**config.mk**
```make
export PLATFORM = sky130hd
export DESIGN_NAME = axil_apb_bridge_flat
export DESIGN_NICKNAME = d
export VERILOG_FILES = /design/src/rtl/axil_apb_bridge_if.sv /design/src/rtl/axil_apb_bridge.sv /design/src/flat_wrapper.sv
export SDC_FILE = /design/constraint.sdc
export NUM_CORES = 1
export LEC_CHECK = 0
export CORE_UTILIZATION = 43
export CTS_BUF_LIST = sky130_fd_sc_hd__clkbuf_2 sky130_fd_sc_hd__clkbuf_4 sky130_fd_sc_hd__clkbuf_8
export CTS_CLUSTER_SIZE = 16
export DETAILED_ROUTE_END_ITERATION = 10
export GPL_TIMING_DRIVEN = 0
export PLACE_DENSITY = 0.94
export SLEW_MARGIN = 20
export SYNTH_ARGS = -nofsm -noshare
export SYNTH_HDL_FRONTEND = slang
export SYNTH_SLANG_ARGS = --single-unit
export TNS_END_PERCENT = 10
```
**constraint.sdc**
```tcl
create_clock -name clk -period 7.2 [get_ports clk]
set_clock_uncertainty 0.2 [all_clocks]
set_input_delay 2.16 -clock clk [delete_from_list [all_inputs] [get_ports clk]]
set_output_delay 2.16 -clock clk [all_outputs]
set_load 0.005 [all_outputs]
```
**src/rtl/axil_apb_bridge_if.sv**
```systemverilog
// AXI4-Lite and APB3 bus bundles used by the AXI4-Lite to APB3 bridge.

interface axi4_lite_if #(
    parameter int ADDR_WIDTH = 32,
    parameter int DATA_WIDTH = 32
);
    localparam int DATA_BYTE_WIDTH = DATA_WIDTH / 8;

    logic [ADDR_WIDTH-1:0]      awaddr;
    logic [2:0]                 awprot;
    logic                       awvalid;
    logic                       awready;
    logic [DATA_WIDTH-1:0]      wdata;
    logic [DATA_BYTE_WIDTH-1:0] wstrb;
    logic                       wvalid;
    logic                       wready;
    logic [1:0]                 bresp;
    logic                       bvalid;
    logic                       bready;
    logic [ADDR_WIDTH-1:0]      araddr;
    logic [2:0]                 arprot;
    logic                       arvalid;
    logic                       arready;
    logic [DATA_WIDTH-1:0]      rdata;
    logic [1:0]                 rresp;
    logic                       rvalid;
    logic                       rready;

    modport slave (
        input  awaddr, awprot, awvalid, wdata, wstrb, wvalid, bready,
        input  araddr, arprot, arvalid, rready,
        output awready, wready, bresp, bvalid, arready, rdata, rresp, rvalid
    );

    modport master (
        output awaddr, awprot, awvalid, wdata, wstrb, wvalid, bready,
        output araddr, arprot, arvalid, rready,
        input  awready, wready, bresp, bvalid, arready, rdata, rresp, rvalid
    );
endinterface

interface apb3_if #(
    parameter int ADDR_WIDTH = 32,
    parameter int DATA_WIDTH = 32,
    parameter int NUM_SLAVE  = 4
);
    logic [NUM_SLAVE-1:0]  psel;
    logic                  penable;
    logic                  pwrite;
    logic [ADDR_WIDTH-1:0] paddr;
    logic [DATA_WIDTH-1:0] pwdata;
    logic [DATA_WIDTH-1:0] prdata;
    logic                  pready;
    logic                  pslverr;

    modport master (
        output psel, penable, pwrite, paddr, pwdata,
        input  prdata, pready, pslverr
    );

    modport slave (
        input  psel, penable, pwrite, paddr, pwdata,
        output prdata, pready, pslverr
    );
endinterface

```
**src/rtl/axil_apb_bridge.sv**
```systemverilog
// AXI4-Lite target to APB3 initiator bridge: one transaction in flight, address
// decode, strobe check, APB wait states, ready timeout and saturating error count.

module axil_apb_bridge #(
    parameter int NUM_SLAVE       = 4,
    parameter int ADDR_WIDTH      = 32,
    parameter int DATA_WIDTH      = 32,
    parameter int SLAVE_ADDR_BITS = 12,
    parameter int TIMEOUT_CYCLES  = 256
) (
    input  logic        clk,
    input  logic        rst,
    axi4_lite_if.slave  s_axil,
    apb3_if.master      m_apb,
    output logic [15:0] err_count
);
    localparam int SEL_W    = (NUM_SLAVE > 1) ? $clog2(NUM_SLAVE) : 1;
    localparam int TMO_W    = (TIMEOUT_CYCLES > 1) ? $clog2(TIMEOUT_CYCLES) : 1;
    localparam int TMO_LAST = (TIMEOUT_CYCLES > 0) ? TIMEOUT_CYCLES - 1 : 0;
    localparam logic [1:0] RESP_OKAY   = 2'b00;
    localparam logic [1:0] RESP_SLVERR = 2'b10;
    localparam logic [1:0] RESP_DECERR = 2'b11;

    typedef enum logic [2:0] {S_IDLE, S_SETUP, S_ACCESS, S_WRESP, S_RRESP} state_t;

    state_t                r_state;
    state_t                w_next;
    logic [ADDR_WIDTH-1:0] r_addr;
    logic [DATA_WIDTH-1:0] r_wdata;
    logic [DATA_WIDTH-1:0] r_rdata;
    logic                  r_write;
    logic [1:0]            r_resp;
    logic                  r_prio_wr;
    logic [TMO_W-1:0]      r_tmo;
    logic [15:0]           r_err_cnt;

    logic                  w_idle;
    logic                  w_wr_elig;
    logic                  w_rd_elig;
    logic                  w_grant_wr;
    logic                  w_grant_rd;
    logic                  w_accept;
    logic [ADDR_WIDTH-1:0] w_acc_addr;
    logic                  w_decerr;
    logic                  w_strb_err;
    logic                  w_tmo;
    logic                  w_access_done;
    logic                  w_resp_hs;
    logic                  w_unused_prot;

    function automatic logic [15:0] sat_inc(input logic [15:0] v);
        return (v == 16'hFFFF) ? v : v + 16'd1;
    endfunction

    // Out of range when any bit above the select field is set or the index has no peripheral.
    function automatic logic decode_err(input logic [ADDR_WIDTH-1:0] a);
        logic [SEL_W:0] idx;
        idx = {1'b0, a[SLAVE_ADDR_BITS +: SEL_W]};
        return ((a >> (SLAVE_ADDR_BITS + SEL_W)) != '0) || (idx >= (SEL_W+1)'(NUM_SLAVE));
    endfunction

    assign w_unused_prot = ^{s_axil.awprot, s_axil.arprot};

    assign w_idle        = (r_state == S_IDLE);
    assign w_wr_elig     = w_idle && s_axil.awvalid && s_axil.wvalid;
    assign w_rd_elig     = w_idle && s_axil.arvalid;
    assign w_grant_wr    = w_wr_elig && (!w_rd_elig || r_prio_wr);
    assign w_grant_rd    = w_rd_elig && !w_grant_wr;
    assign w_accept      = w_grant_wr || w_grant_rd;
    assign w_acc_addr    = w_grant_wr ? s_axil.awaddr : s_axil.araddr;
    assign w_decerr      = decode_err(w_acc_addr);
    assign w_strb_err    = w_grant_wr && (s_axil.wstrb != '1);
    assign w_tmo         = (TIMEOUT_CYCLES != 0) && (r_tmo == TMO_W'(TMO_LAST));
    assign w_access_done = (r_state == S_ACCESS) && (m_apb.pready || w_tmo);
    assign w_resp_hs     = ((r_state == S_WRESP) && s_axil.bready) ||
                           ((r_state == S_RRESP) && s_axil.rready);
    assign err_count     = r_err_cnt;

    always_ff @(posedge clk or posedge rst) begin
        if (rst) r_state <= S_IDLE;
        else     r_state <= w_next;
    end

    always_comb begin
        w_next = r_state;
        case (r_state)
            S_IDLE: begin
                if (w_accept) begin
                    if (w_decerr || w_strb_err) w_next = w_grant_wr ? S_WRESP : S_RRESP;
                    else                        w_next = S_SETUP;
                end
            end
            S_SETUP:  w_next = S_ACCESS;
            S_ACCESS: if (w_access_done) w_next = r_write ? S_WRESP : S_RRESP;
            S_WRESP:  if (s_axil.bready) w_next = S_IDLE;
            S_RRESP:  if (s_axil.rready) w_next = S_IDLE;
            default:  w_next = S_IDLE;
        endcase
    end

    always_comb begin
        s_axil.awready = w_grant_wr;
        s_axil.wready  = w_grant_wr;
        s_axil.arready = w_grant_rd;
        s_axil.bvalid  = (r_state == S_WRESP);
        s_axil.bresp   = (r_state == S_WRESP) ? r_resp : 2'b00;
        s_axil.rvalid  = (r_state == S_RRESP);
        s_axil.rresp   = (r_state == S_RRESP) ? r_resp : 2'b00;
        s_axil.rdata   = (r_state == S_RRESP) ? r_rdata : '0;
        m_apb.psel     = '0;
        if ((r_state == S_SETUP) || (r_state == S_ACCESS))
            m_apb.psel = NUM_SLAVE'(1) << r_addr[SLAVE_ADDR_BITS +: SEL_W];
        m_apb.penable  = (r_state == S_ACCESS);
        m_apb.paddr    = r_addr;
        m_apb.pwrite   = r_write;
        m_apb.pwdata   = r_wdata;
    end

    always_ff @(posedge clk or posedge rst) begin
        if (rst) begin
            r_addr    <= '0;
            r_wdata   <= '0;
            r_rdata   <= '0;
            r_write   <= 1'b0;
            r_resp    <= RESP_OKAY;
            r_prio_wr <= 1'b1;
            r_tmo     <= '0;
            r_err_cnt <= '0;
        end else begin
            if (w_accept) begin
                r_addr    <= w_acc_addr;
                r_wdata   <= s_axil.wdata;
                r_write   <= w_grant_wr;
                r_prio_wr <= !w_grant_wr;
                r_rdata   <= '0;
                r_tmo     <= '0;
                r_resp    <= w_decerr ? RESP_DECERR : (w_strb_err ? RESP_SLVERR : RESP_OKAY);
            end
            if (r_state == S_ACCESS) begin
                if (m_apb.pready) begin
                    r_resp  <= m_apb.pslverr ? RESP_SLVERR : RESP_OKAY;
                    r_rdata <= m_apb.pslverr ? '0 : m_apb.prdata;
                end else if (w_tmo) begin
                    r_resp  <= RESP_SLVERR;
                    r_rdata <= '0;
                end else begin
                    r_tmo   <= r_tmo + TMO_W'(1);
                end
            end
            if (w_resp_hs && (r_resp != RESP_OKAY))
                r_err_cnt <= sat_inc(r_err_cnt);
        end
    end
endmodule

```
**src/flat_wrapper.sv**
```systemverilog
// flat-port wrapper written by rule: the top's interface ports become plain ports
module axil_apb_bridge_flat 
#(
    parameter int NUM_SLAVE       = 4,
    parameter int ADDR_WIDTH      = 32,
    parameter int DATA_WIDTH      = 32,
    parameter int SLAVE_ADDR_BITS = 12,
    parameter int TIMEOUT_CYCLES  = 256
)
  (clk, rst, err_count, s_axil_awaddr, s_axil_awprot, s_axil_awvalid, s_axil_wdata, s_axil_wstrb, s_axil_wvalid, s_axil_bready, s_axil_araddr, s_axil_arprot, s_axil_arvalid, s_axil_rready, s_axil_awready, s_axil_wready, s_axil_bresp, s_axil_bvalid, s_axil_arready, s_axil_rdata, s_axil_rresp, s_axil_rvalid, m_apb_psel, m_apb_penable, m_apb_pwrite, m_apb_paddr, m_apb_pwdata, m_apb_prdata, m_apb_pready, m_apb_pslverr);
  axi4_lite_if #(.ADDR_WIDTH(ADDR_WIDTH), .DATA_WIDTH(DATA_WIDTH)) s_axil_i ();
  apb3_if #(.ADDR_WIDTH(ADDR_WIDTH), .DATA_WIDTH(DATA_WIDTH), .NUM_SLAVE(NUM_SLAVE)) m_apb_i ();
  input  logic clk;
  input  logic rst;
  output logic [15:0] err_count;
  input wire logic [$bits(s_axil_i.awaddr)-1:0] s_axil_awaddr;
  input wire logic [$bits(s_axil_i.awprot)-1:0] s_axil_awprot;
  input wire logic [$bits(s_axil_i.awvalid)-1:0] s_axil_awvalid;
  input wire logic [$bits(s_axil_i.wdata)-1:0] s_axil_wdata;
  input wire logic [$bits(s_axil_i.wstrb)-1:0] s_axil_wstrb;
  input wire logic [$bits(s_axil_i.wvalid)-1:0] s_axil_wvalid;
  input wire logic [$bits(s_axil_i.bready)-1:0] s_axil_bready;
  input wire logic [$bits(s_axil_i.araddr)-1:0] s_axil_araddr;
  input wire logic [$bits(s_axil_i.arprot)-1:0] s_axil_arprot;
  input wire logic [$bits(s_axil_i.arvalid)-1:0] s_axil_arvalid;
  input wire logic [$bits(s_axil_i.rready)-1:0] s_axil_rready;
  output wire logic [$bits(s_axil_i.awready)-1:0] s_axil_awready;
  output wire logic [$bits(s_axil_i.wready)-1:0] s_axil_wready;
  output wire logic [$bits(s_axil_i.bresp)-1:0] s_axil_bresp;
  output wire logic [$bits(s_axil_i.bvalid)-1:0] s_axil_bvalid;
  output wire logic [$bits(s_axil_i.arready)-1:0] s_axil_arready;
  output wire logic [$bits(s_axil_i.rdata)-1:0] s_axil_rdata;
  output wire logic [$bits(s_axil_i.rresp)-1:0] s_axil_rresp;
  output wire logic [$bits(s_axil_i.rvalid)-1:0] s_axil_rvalid;
  output wire logic [$bits(m_apb_i.psel)-1:0] m_apb_psel;
  output wire logic [$bits(m_apb_i.penable)-1:0] m_apb_penable;
  output wire logic [$bits(m_apb_i.pwrite)-1:0] m_apb_pwrite;
  output wire logic [$bits(m_apb_i.paddr)-1:0] m_apb_paddr;
  output wire logic [$bits(m_apb_i.pwdata)-1:0] m_apb_pwdata;
  input wire logic [$bits(m_apb_i.prdata)-1:0] m_apb_prdata;
  input wire logic [$bits(m_apb_i.pready)-1:0] m_apb_pready;
  input wire logic [$bits(m_apb_i.pslverr)-1:0] m_apb_pslverr;
  assign s_axil_i.awaddr = s_axil_awaddr;
  assign s_axil_i.awprot = s_axil_awprot;
  assign s_axil_i.awvalid = s_axil_awvalid;
  assign s_axil_i.wdata = s_axil_wdata;
  assign s_axil_i.wstrb = s_axil_wstrb;
  assign s_axil_i.wvalid = s_axil_wvalid;
  assign s_axil_i.bready = s_axil_bready;
  assign s_axil_i.araddr = s_axil_araddr;
  assign s_axil_i.arprot = s_axil_arprot;
  assign s_axil_i.arvalid = s_axil_arvalid;
  assign s_axil_i.rready = s_axil_rready;
  assign s_axil_awready = s_axil_i.awready;
  assign s_axil_wready = s_axil_i.wready;
  assign s_axil_bresp = s_axil_i.bresp;
  assign s_axil_bvalid = s_axil_i.bvalid;
  assign s_axil_arready = s_axil_i.arready;
  assign s_axil_rdata = s_axil_i.rdata;
  assign s_axil_rresp = s_axil_i.rresp;
  assign s_axil_rvalid = s_axil_i.rvalid;
  assign m_apb_psel = m_apb_i.psel;
  assign m_apb_penable = m_apb_i.penable;
  assign m_apb_pwrite = m_apb_i.pwrite;
  assign m_apb_paddr = m_apb_i.paddr;
  assign m_apb_pwdata = m_apb_i.pwdata;
  assign m_apb_i.prdata = m_apb_prdata;
  assign m_apb_i.pready = m_apb_pready;
  assign m_apb_i.pslverr = m_apb_pslverr;
  axil_apb_bridge #(.NUM_SLAVE(NUM_SLAVE), .ADDR_WIDTH(ADDR_WIDTH), .DATA_WIDTH(DATA_WIDTH), .SLAVE_ADDR_BITS(SLAVE_ADDR_BITS), .TIMEOUT_CYCLES(TIMEOUT_CYCLES)) u_core (.clk(clk), .rst(rst), .s_axil(s_axil_i), .m_apb(m_apb_i), .err_count(err_count));
endmodule
```
; After elaboration in Yosys (flattened, before gate mapping)
; Cells that the tools add are included.
[word_totals]
register_bits = 127
output_inout_bits = 127
word_cells = 76
[op_classes]
addsub = 2
eq_ne = 11
shifts = 1
muxes = 29
bitwise = 1
reduce_logical = 23
[ops]
columns = operator, n
row1 = 32-bit 2-to-1 mux, 7
row2 = 8-bit 2-to-1 mux, 4
row3 = 32-bit nonzero test, 1
row4 = 3-bit 2-to-1 mux, 7
row5 = 2-bit 2-to-1 mux, 9
row6 = 16-bit by 1-bit adder with 16-bit output (second input constant), 1
row7 = 16-bit equality test (second input constant), 1
row8 = 3-bit case mux with 5 select lines, 1
row9 = 1-bit logical AND, 10
row10 = 8-bit by 1-bit adder with 8-bit output (second input constant), 1
row11 = 8-bit equality test (second input constant), 1
row12 = 3-bit by 2-bit equality test with 1-bit output (second input constant), 2
row13 = 1-bit logical OR, 6
row14 = 2-bit inequality test (second input constant), 3
row15 = 4-bit 2-to-1 mux, 1
row16 = 4-bit inequality test (second input constant), 1
row17 = 4-bit AND reduction, 1
row18 = 1-bit by 2-bit left shift with 4-bit output (first input constant), 1
row19 = 3-bit by 1-bit equality test with 1-bit output (second input constant), 1
row20 = 3-bit equality test (second input constant), 1
row21 = 3-bit logical NOT, 1
row22 = 1-bit logical NOT, 2
row23 = 2-bit by 1-bit inequality test with 1-bit output (second input constant), 1
row24 = 2-bit AND reduction, 1
row25 = 2 further kinds, 2

; Logic depth before layout (Yosys ltp)
; Gate-level depths: netlist of the first run.
[depth]
ltp_word = 12
ltp_mapped = 8
depth_no_buf = 6

; Least setup slack after synthesis of the first run
; No wires, ideal clock.
[synth_path]
path_type = input -> output
startpoint = input port s_axil_wvalid
endpoint = output port s_axil_wready
arrival_ns = 2.900
required_ns = 4.840
path_slack_ns = 1.940
path_stages = 5
path_cell_list = nand2_1 nor3_4 buf_6 buf_4 buf_4
[synth_via]
elab_chain_len = 2
[synth_lines]
columns = item, line
row1 = start: declaration, flat_wrapper.sv:21  ; input wire logic [$bits(s_axil_i.wvalid)-1:0] s_axil_wvalid;
row2 = 1-bit logical AND, axil_apb_bridge.sv:65  ; assign w_wr_elig = w_idle && s_axil.awvalid && s_axil.wvalid;
row3 = 1-bit logical AND, axil_apb_bridge.sv:67  ; assign w_grant_wr = w_wr_elig && (!w_rd_elig || r_prio_wr);
row4 = end: declaration, flat_wrapper.sv:28  ; output wire logic [$bits(s_axil_i.wready)-1:0] s_axil_wready;
; No other way between the ends.

; Final worst setup path of the first run
[layout_path]
startpoint = input port s_axil_wvalid
endpoint = output port s_axil_arready
[layout_via]
elab_chain_len = 4
[layout_lines]
columns = item, line
row1 = 1-bit logical AND, axil_apb_bridge.sv:65
row2 = 1-bit logical AND, axil_apb_bridge.sv:67
row3 = 1-bit logical NOT, axil_apb_bridge.sv:68  ; assign w_grant_rd = w_rd_elig && !w_grant_wr;
row4 = 1-bit logical AND, axil_apb_bridge.sv:68
row5 = end: declaration, flat_wrapper.sv:31  ; output wire logic [$bits(s_axil_i.arready)-1:0] s_axil_arready;
; No other way between the ends.

==> results of run 1 <==
==> worst max-delay path by stage <==
| stage | start | to | cells after the start |
|---|---|---|---|
| 2_1_floorplan | rst | u_core.err_count[0]$_DFFE_PP0P_ | 1 |
| 3_3_place_gp | rst | u_core.m_apb.paddr[17]$_DFFE_PP0P_ | 2 |
| 3_5_place_dp | s_axil_wvalid | s_axil_arready | 6 |
| 4_1_cts | s_axil_wvalid | s_axil_arready | 6 |
| 5_1_grt | s_axil_wvalid | s_axil_arready | 6 |
| 6_report | s_axil_wvalid | s_axil_arready | 6 |
==> registers in the layout, indices dropped and copies added (netlist names) <==
signal / cells
u_core.err_count: 16
u_core.m_apb.paddr: 32
u_core.m_apb.pwdata: 32
u_core.m_apb.pwrite: 1
u_core.r_prio_wr: 1
u_core.r_rdata: 32
u_core.r_resp: 2
u_core.r_state: 3
u_core.r_tmo: 8
==> cell families after synthesis <==
kind of cell             count (synthesis)  synth area share [%]
XOR/XNOR                                14                  2.11
buffers and inverters                   51                  4.25
flip-flops                             127                  54.8
AND/OR/NAND/NOR                        249                  20.9
multiplexers                            20                  3.47
AO/OA/AOI/OAI                          105                  14.1
adder cells (fa/ha/maj)                  2                 0.431
==> metal layers <==
metal | GRT usage [%] | vias to the layer above
met3 | 8.69 | 38
met4 | 12.6 | 0
met5 | 0 | -
li1 | - | 2564
met2 | 44.6 | 260
met1 | 30.0 | 2569
==> placed cells by master (no fill, tap or decap), types with 14 or more instances in the layout <==
| cell | synthesis | routed |
|---|---|---|
| nor2_1 | 38 | 38 |
| a222oi_1 | 14 | 14 |
| a22o_1 | 32 | 32 |
| dfrtp_1 | 126 | 126 |
| mux2i_1 | 19 | 19 |
| a21oi_1 | 27 | 27 |
| clkdlybuf4s50_1 | 0 | 267 |
| clkbuf_1 | 18 | 18 |
| clkbuf_8 | 0 | 18 |
| inv_1 | 17 | 16 |
| nand2_1 | 117 | 117 |
| and2_1 | 38 | 38 |
| nand3_1 | 14 | 14 |
==> power by group through the flow <==
stage / logic [mW] / clock network [mW] / registers (mW)
after global routing: 1.48 / 0.645 / 1.15
after global placement: 1.31 / 0 / 1.12
after detailed placement: 1.35 / 0 / 1.12
final: 1.34 / 0.600 / 1.12
after CTS: 1.35 / 0.617 / 1.12
after floorplan: 0.597 / 0 / 1.12
==> worst register-to-register path: stages, from the launching register on <==
cell	delay (ns)
dfrtp_1	0.37
buf_6	0.13
or3_1	0.33
buf_2	0.16
nor2_1	0.55
buf_2	0.38
a222oi_1	0.16
inv_1	0.09
==> final cells by class <==
| cell class | instances | area share (%) |
|---|---|---|
| Clock buffer | 18 | 2.72 |
| Sequential cell | 127 | 34.9 |
| Tap cell | 176 | 2.41 |
| Clock inverter | 14 | 1.58 |
| Multi-Input combinational cell | 390 | 26.1 |
| Buffer | 34 | 2.00 |
| Timing Repair Buffer | 268 | 29.6 |
| Inverter | 17 | 0.755 |
==> impl_metrics.env, run 1 <==
export IMPL_p_int_mw=1.98
export IMPL_drc_errors=0
export IMPL_cap_violations=0
export IMPL_fmax_ghz=0.150
export IMPL_ctsHoldBuffers=0
export IMPL_antenna_found_initial=0
export IMPL_power_leakage_nw=4.07
export IMPL_crit_required_ns=4.84
export IMPL_routed_wl_um=17600
export IMPL_multi_input_area_um2=2380
export IMPL_cts_sinks=127
export IMPL_syn_cell_area_um2=5800
export IMPL_synth_edff_count=0
export IMPL_p_sw_share_pct=35.3
export IMPL_setup_tns_ns=0
export IMPL_syn_inst=568
export IMPL_power_switching_mw=1.08
export IMPL_regArea_um2=3180
export IMPL_antenna_left=0
export IMPL_grt_use_total_pct=26.4
export IMPL_critPathTopFamily="buffers and inverters"
export IMPL_dominantRegCellSynth="dfrtp_1"
export IMPL_vias_per_cell=5.20
export IMPL_worstReg2RegStart="u_core.r_state[0]$_DFFE_PP0P_"
export IMPL_hold_depth=2
export IMPL_rsz0062_at_grt="no"
export IMPL_die_x_um=118
export IMPL_ys_ff_latch=127
export IMPL_hold_start="u_core.m_apb.pwdata[6]$_DFFE_PP0P_"
export IMPL_fillers=982
export IMPL_routabilityCongestion=0.908
export IMPL_ys_types=58
export IMPL_pre_cts_ws_ns=0.551
export IMPL_synth_common_cells="126 x dfrtp_1, 117 x nand2_1, 38 x and2_1, 38 x nor2_1, 32 x a22o_1"
export IMPL_clockBufferDepth=2
export IMPL_min_to="u_core.m_apb.pwdata[6]$_DFFE_PP0P_"
export IMPL_synthTopCellsByArea="dfrtp_1 54%, nand2_1 7.6%, a22o_1 4.8%"
export IMPL_worst_pin_slew_ns=0.918
export IMPL_grt_max_degree=82
export IMPL_start_util_pct=44.0
export IMPL_numCtsBuffers=17
export IMPL_dp_hpwl_um=13400
export IMPL_placed_area_um2=8730
export IMPL_holdWs_ns=0.279
export IMPL_slowest_stage="clkdlybuf4s50_1"
export IMPL_cts_tree="done"
export IMPL_vias=5431
export IMPL_route_met3_wl_um=1530
export IMPL_cts_resized_gates=0
export IMPL_arrival_ns=4.29
export IMPL_met2RoutedLength_um=8760
export IMPL_finalCriticalPeriod_ns=6.65
export IMPL_finalHoldViolations=0
export IMPL_post_cts_buffers=0
export IMPL_path_buf_inv=3
export IMPL_core_um2=13200
export IMPL_syn_num_nets=717
export IMPL_finalMaxSlewViolations=0
export IMPL_synth_avg_cell_area_um2=10.2
export IMPL_first_pass_iters=8
export IMPL_yosysMostFrequentCell="dfrtp_1"
export IMPL_first_global_vias=5606
export IMPL_status="completed"
export IMPL_fin_ws_ns=0.551
export IMPL_r2r_cells=7
export IMPL_finalNonFillerCells=1044
export IMPL_overflow=0
export IMPL_wl_met1_um=6770
export IMPL_htreeDepth=4
export IMPL_die_area_um2=14000
export IMPL_crit_path_start_kind="input port"
export IMPL_maxUsedRoutingLayer="met4"
export IMPL_pwr_share_clk_pct=19.6
export IMPL_synthArstFlopShare_pct=100
export IMPL_rows=42
export IMPL_wl_per_cell_um=16.8
export IMPL_endpoint_kind="output port"
export IMPL_fin_crit_sh_pct=92.3
export IMPL_critical_path_cell_chain="clkdlybuf4s50_1 -> nand3_1 -> nand2_1 -> nor2_1 -> buf_2 -> clkdlybuf4s50_1"
export IMPL_layout_drive_gt1_share_pct=6.91
export IMPL_fin_nets=1004
export IMPL_p_per_area_nw_per_um2=336
export IMPL_regToRegSetupSlack_ns=4.76
export IMPL_stdcell_area_um2=9120
export IMPL_drt_iter0_drc=302
export IMPL_finalPower_mw=3.06
export IMPL_power_frac_seq_pct=36.6
export IMPL_yosysTopAreaCell="dfrtp_1"
export IMPL_p_comb_share_pct=43.8
export IMPL_worstSetupPathType="in2out"
export IMPL_ir_drop_mv=0.216
export IMPL_crit_top_cell="clkdlybuf4s50_1"
export IMPL_final_util_pct=69.1
export IMPL_setup_viol=0
export IMPL_grt_pass1_wl_um=28200
export IMPL_worstPathMaxFanout=10
export IMPL_cts_root_buf="clkbuf_8"
export IMPL_ys_seq_area_share_pct=54.8
export IMPL_yosys_warnings=0
export IMPL_dieHeight_um=118
export IMPL_cts_clk_slew_worst_paths_ns=0.07
export IMPL_syn_to_final_growth_pct=57.2
export IMPL_min_path_type="reg2reg"
export IMPL_num_antenna_cells=0
export IMPL_dp_cells=1012
export IMPL_portBuffers=267
export IMPL_crit_path_max_incr_delay_ns=0.55
export IMPL_synth_top_area_share_pct=54.3
export IMPL_ios=274
export IMPL_r2r_end="u_core.m_apb.paddr[4]$_DFFE_PP0P_"
export IMPL_slew_headroom_pct=38.7
export IMPL_insertion_delay_ns=0.43
No activity file was read; power rests on OpenSTA's default activity.
==> run 2, diff against run 1 <==
==> constraint.sdc (replaced) <==
create_clock -name clk -period 7.2 [get_ports clk]
set_clock_uncertainty 0.2 [all_clocks]
set_input_delay 1.44 -clock clk [delete_from_list [all_inputs] [get_ports clk]]
set_output_delay 1.44 -clock clk [all_outputs]
set_load 0.005 [all_outputs]
==> results of run 2 <==
The final DEF is identical to that of run 1. Status: completed.
Among the figures that moved: setup slack after placement 0.551 ns -> 1.99 ns; setup slack after layout 0.551 ns -> 1.99 ns
